===== config.mk =====
export PLATFORM = sky130hd
export DESIGN_NAME = fifo_wr_arbiter
export DESIGN_NICKNAME = d
export VERILOG_FILES = /design/src/rtl/fifo_wr_arbiter.sv
export SDC_FILE = /design/constraint.sdc
export NUM_CORES = 1
export LEC_CHECK = 0
export ABC_AREA = 1
export ABC_CLOCK_PERIOD_IN_PS = 6000
export BUFFER_PORTS_ARGS = -buffer_cell sky130_fd_sc_hd__buf_2
export CAP_MARGIN = 20
export CORE_ASPECT_RATIO = 0.7
export CORE_UTILIZATION = 45
export CTS_CLUSTER_DIAMETER = 30
export DETAILED_ROUTE_END_ITERATION = 10
export PLACE_DENSITY = 0.78
export SLEW_MARGIN = 30
export SYNTH_ARGS = -nofsm -noshare
export SYNTH_HDL_FRONTEND = slang
export SYNTH_SLANG_ARGS = --single-unit

===== constraint.sdc =====
create_clock -name clk -period 6 [get_ports clk]
set_input_delay 1.2 -clock clk [delete_from_list [all_inputs] [get_ports clk]]
set_output_delay 1.2 -clock clk [all_outputs]
set_load 0.1 [all_outputs]

===== src/rtl/fifo_wr_arbiter.sv =====
// Round-robin write-port arbiter in front of a synchronous FIFO, bursts bounded to MAX_BURST beats.
// Define FIFO_ARB_PRIO0_EN to give requester 0 strict priority when a new owner is chosen.
module fifo_wr_arbiter #(
  parameter int NUM_REQ    = 4,
  parameter int DATA_WIDTH = 8,
  parameter int MAX_BURST  = 4
) (
  input  logic                          clk,
  input  logic                          reset,
  input  logic [NUM_REQ-1:0]            req,
  input  logic [NUM_REQ*DATA_WIDTH-1:0] req_data,
  output logic [NUM_REQ-1:0]            ack,
  output logic [NUM_REQ-1:0]            gnt,
  input  logic                          fifo_full,
  output logic                          fifo_write_en,
  output logic [DATA_WIDTH-1:0]         fifo_data_in,
  output logic                          busy
);

  localparam int PTR_W = (NUM_REQ > 1) ? $clog2(NUM_REQ) : 1;
  localparam int CNT_W = $clog2(MAX_BURST + 1);

  typedef enum logic {
    IDLE,
    OWN
  } state_t;

  state_t             state;
  state_t             state_nxt;
  logic [PTR_W-1:0]   owner;
  logic [PTR_W-1:0]   owner_nxt;
  logic [PTR_W-1:0]   rr_ptr;
  logic [PTR_W-1:0]   rr_ptr_nxt;
  logic [CNT_W-1:0]   beat_cnt;
  logic [CNT_W-1:0]   beat_cnt_nxt;
  logic [CNT_W-1:0]   beat_inc;
  logic [NUM_REQ-1:0] gnt_nxt;

  logic [PTR_W-1:0]   pick;
  logic               pick_valid;
  logic [PTR_W:0]     cand;
  logic               owner_req;
  logic [DATA_WIDTH-1:0] owner_data;
  logic               accept;
  logic               last_beat;

  // Search starts at rr_ptr and wraps, so the most recent owner is visited last.
  always_comb begin
    pick       = '0;
    pick_valid = 1'b0;
    cand       = '0;
    for (int i = 0; i < NUM_REQ; i++) begin
      cand = {1'b0, rr_ptr} + (PTR_W+1)'(i);
      if (cand >= (PTR_W+1)'(NUM_REQ)) begin
        cand = cand - (PTR_W+1)'(NUM_REQ);
      end
      if (!pick_valid && req[cand[PTR_W-1:0]]) begin
        pick       = cand[PTR_W-1:0];
        pick_valid = 1'b1;
      end
    end
`ifdef FIFO_ARB_PRIO0_EN
    if (req[0]) begin
      pick       = '0;
      pick_valid = 1'b1;
    end
`else
`endif
  end

  always_comb begin
    owner_req  = 1'b0;
    owner_data = '0;
    for (int i = 0; i < NUM_REQ; i++) begin
      if (owner == PTR_W'(i)) begin
        owner_req  = req[i];
        owner_data = req_data[i*DATA_WIDTH +: DATA_WIDTH];
      end
    end
  end

  assign accept    = (state == OWN) && owner_req && !fifo_full;
  assign beat_inc  = beat_cnt + 1'b1;
  assign last_beat = (beat_inc == CNT_W'(MAX_BURST));

  always_comb begin
    state_nxt     = state;
    owner_nxt     = owner;
    rr_ptr_nxt    = rr_ptr;
    beat_cnt_nxt  = beat_cnt;
    gnt_nxt       = gnt;
    ack           = '0;
    fifo_write_en = 1'b0;
    fifo_data_in  = '0;
    busy          = 1'b0;
    case (state)
      IDLE: begin
        if (pick_valid) begin
          state_nxt    = OWN;
          owner_nxt    = pick;
          beat_cnt_nxt = '0;
          gnt_nxt      = NUM_REQ'(1) << pick;
        end
      end
      OWN: begin
        busy = 1'b1;
        if (accept) begin
          ack           = NUM_REQ'(1) << owner;
          fifo_write_en = 1'b1;
          fifo_data_in  = owner_data;
          beat_cnt_nxt  = beat_inc;
        end
        // A full FIFO stalls the burst but a dropped request still ends it.
        if (!owner_req || (accept && last_beat)) begin
          state_nxt  = IDLE;
          gnt_nxt    = '0;
          rr_ptr_nxt = (owner == PTR_W'(NUM_REQ-1)) ? '0 : owner + 1'b1;
        end
      end
      default: begin
        state_nxt = IDLE;
        gnt_nxt   = '0;
      end
    endcase
  end

  always_ff @(posedge clk or negedge reset) begin
    if (!reset) begin
      state    <= IDLE;
      owner    <= '0;
      rr_ptr   <= '0;
      beat_cnt <= '0;
      gnt      <= '0;
    end else begin
      state    <= state_nxt;
      owner    <= owner_nxt;
      rr_ptr   <= rr_ptr_nxt;
      beat_cnt <= beat_cnt_nxt;
      gnt      <= gnt_nxt;
    end
  end

endmodule


==> out/metrics.cfg <==
[final_layout]
nets=289
num-fill-cells=247
layout-drive-gt1-share=0.3169
area_delta_synth_final_pct=25.43
antennaDiodeCount=0

[power]
peakVddDrop_mv=0.4050
leakagePower_uw=0.0008836
power_frac_clock=0.089
power.density_nw_per_um2=637.8
power.net_switching_uw=623.2
pwr-share-seq=0.154
p_int_uw=360.8
power_uw=984.0
p_comb_frac=0.757
swShare=0.6334

[synth]
synth-warning-count=0
synthAdderAreaFrac=0.06104
netlist.top_cell.by_area=dfrtp_1
synth-xor-area-share=0
synth-seq-cells=12
synth_nets=236
yosysTopAreaCellShare=0.2442
yosys.area_share.simple=0.4273
synthMuxAreaShare=0
ys_async_sr_fraction=1.000
netlist_area_um2=1230
ys.flop_type=dfrtp_1
synth_most_common_cell=nand2_1
ys_top_cells_by_area=dfrtp_1 24%, nand2_1 20%, nand3_1 13%
synth_top_family_by_area=simple AND/OR/NAND/NOR gates
syn_inst=191
avgSynthCellArea_um2=6.439
yosys-top-cells-count=66 x nand2_1, 32 x nand3_1, 15 x inv_1, 12 x dfrtp_1, 9 x nor2_1
synth_compound_area_frac=0.1567
ys_types=27
synth_edf_count=0
yosysSeqAreaShare=0.2442

[place]
port-buffer-count=56
hpwlAfterDp_mm=2.427
routabilityCongestion=0.8283

[sta]
hold_viol_final=0
fmax_ghz=0.2602
timing.setup.tns_ns=0
slew_headroom=0.6766
rsz0062_at_grt=no
min_period_over_period=0.6405
finClkSkew_ns=0.0005548
tightest_slew_ns=0.4885
layout_min_cycle_time_ns=3.843
setup_viol=0
slew_violations=0

[clocking]
cts_setup_buffers=0
cts_hold_buf=0
clkSlewWorstSetupHoldPaths_ns=0.05
clk_latency_ns=0.24
clock-sinks=12
cts_tree=done
cts.repair.resized=0
numCtsBuffers=3
root_buffer=clkbuf_8
h-tree-depth=1
clock_path_buffers=2

[detailed_routing]
drc_errors=0
detail_route.vias_per_cell=4.888
drtAntennaViolNets=0
vias=1354
drt_wl_total_mm=3.026
drt_iter0_markers=89
dr.pass1.iters=4
drt-wirelength-per-cell_um=10.92

[global_route]
antenna_found_initial=0
grtUsageTotal=0.2049
grt_pass1_wl_mm=4.712
grt_max_degree=18
grt-ovfl-total=0
grt_pass1_vias=1013

[floorplanning]
start_util=0.4854
die-area_um2=2950
row_count=15
die_w_um=64.49
coreArea_um2=2534
pin_count=57
die_h_um=45.74

[run]
cap_violations=0

[worst_setup_path]
crit_path_start_kind=input port
cp_max_fo=17
cp_data_required_time_ns=4.80
worst_ep_arrival_time_ns=2.64
crit_type=in2out
endpoint_kind=output pin

[status]
status=complete, no violations

[worst_hold_path]
min_path_type=reg2reg

cells in the final DEF (no fill, tap or decap):
cell type and instances:
o21ai_2 1, nor2_4 1, nor2_1 9, a21boi_2 1, buf_2 56, nand2_2 5, inv_1 15, a21oi_2 4
ha_1 6, clkbuf_8 4, nand3_1 32, inv_2 2, o21ai_0 3, nor2_2 1, clkinv_1 2, nand4_1 1
nand2_1 66, dfrtp_1 12, o21a_1 1, nand3b_2 1, a211oi_1 1, a21oi_1 7, o211ai_1 7, nand3_4 1
o21ai_1 4
path summary, 6_finish.rpt:
| path | from | end | slack (ns) | cells past startpoint |
|---|---|---|---|---|
| setup / recovery | req[1] | ack[3] | 2.16 | 10 |
| hold / removal | gnt[3] | gnt[3] | 0.50 | 2 |
| setup reg to reg | owner[1] | beat_cnt[0] | 3.97 | 10 |
| hold reg to reg | gnt[3] | gnt[3] | 0.50 | 2 |
| max in group asynchronous | reset | owner[0] | 4.97 | 1 |
| min in group asynchronous | reset | state | 0.83 | 1 |
flip-flops by register name (all words and copies together) (netlist names):
register  cells
gnt           4
beat_cnt      3
owner         2
rr_ptr        2
state         1
critical path: stages:
cell and delay [ns]:
buf_2 0.08, inv_1 0.06, o21ai_2 0.12, nand2_1 0.07
a21boi_2 0.21, nand3_4 0.22, inv_1 0.15, nand2_1 0.06
inv_1 0.06, buf_2 0.41
logic make-up (layout without fill, tap and decap cells):
logic type,count (synthesis),after routing
DFF,12,12
and+or+nand+nor,117,117
buffers and inverters,27,79
adders and majority gates,6,6
AOI/OAI and AO/OA,29,29
per-stage QoR:
stage	cell area [um^2]	hold slack, ns	cells	utilization	worst slack, ns
2_1_floorplan	1230	0.4525	191	-	0.7922
3_3_place_gp	1488	0.4816	273	0.5872	2.184
3_5_place_dp	1488	0.4916	273	0.5872	2.150
4_1_cts	1543	0.5122	277	0.6089	2.150
5_1_grt	1543	0.5221	277	0.6089	1.962
6_report	1543	0.5043	277	0.6089	2.157
power by group through the flow:
stage | logic [uW] | clock network [uW] | registers [uW]
5_1_grt | 822 | 92.9 | 158
2_1_floorplan | 582 | 0 | 217
3_3_place_gp | 740 | 0 | 153
6_report | 745 | 87.2 | 152
4_1_cts | 748 | 88.9 | 152
3_5_place_dp | 744 | 0 | 153
layer usage:
layer / vias up / GRT usage / part of all wire
met5: - / 0 / 0
met3: 0 / 0.01500 / 0.037
li1: 726 / - / -
met4: 0 / 0.02667 / 0
met1: 594 / 0.3477 / 0.55
met2: 34 / 0.2779 / 0.41
cell type report:
type | instances | area, um^2 | area share
Inverter | 19 | 71.32 | 0.04623
Timing Repair Buffer | 56 | 280.3 | 0.1817
Sequential cell | 12 | 300.3 | 0.1946
Multi-Input combinational cell | 152 | 793.3 | 0.5142
Tap cell | 34 | 42.54 | 0.02758
Clock buffer | 4 | 55.05 | 0.03569
Note: power is estimated with default switching activity, not from simulation.
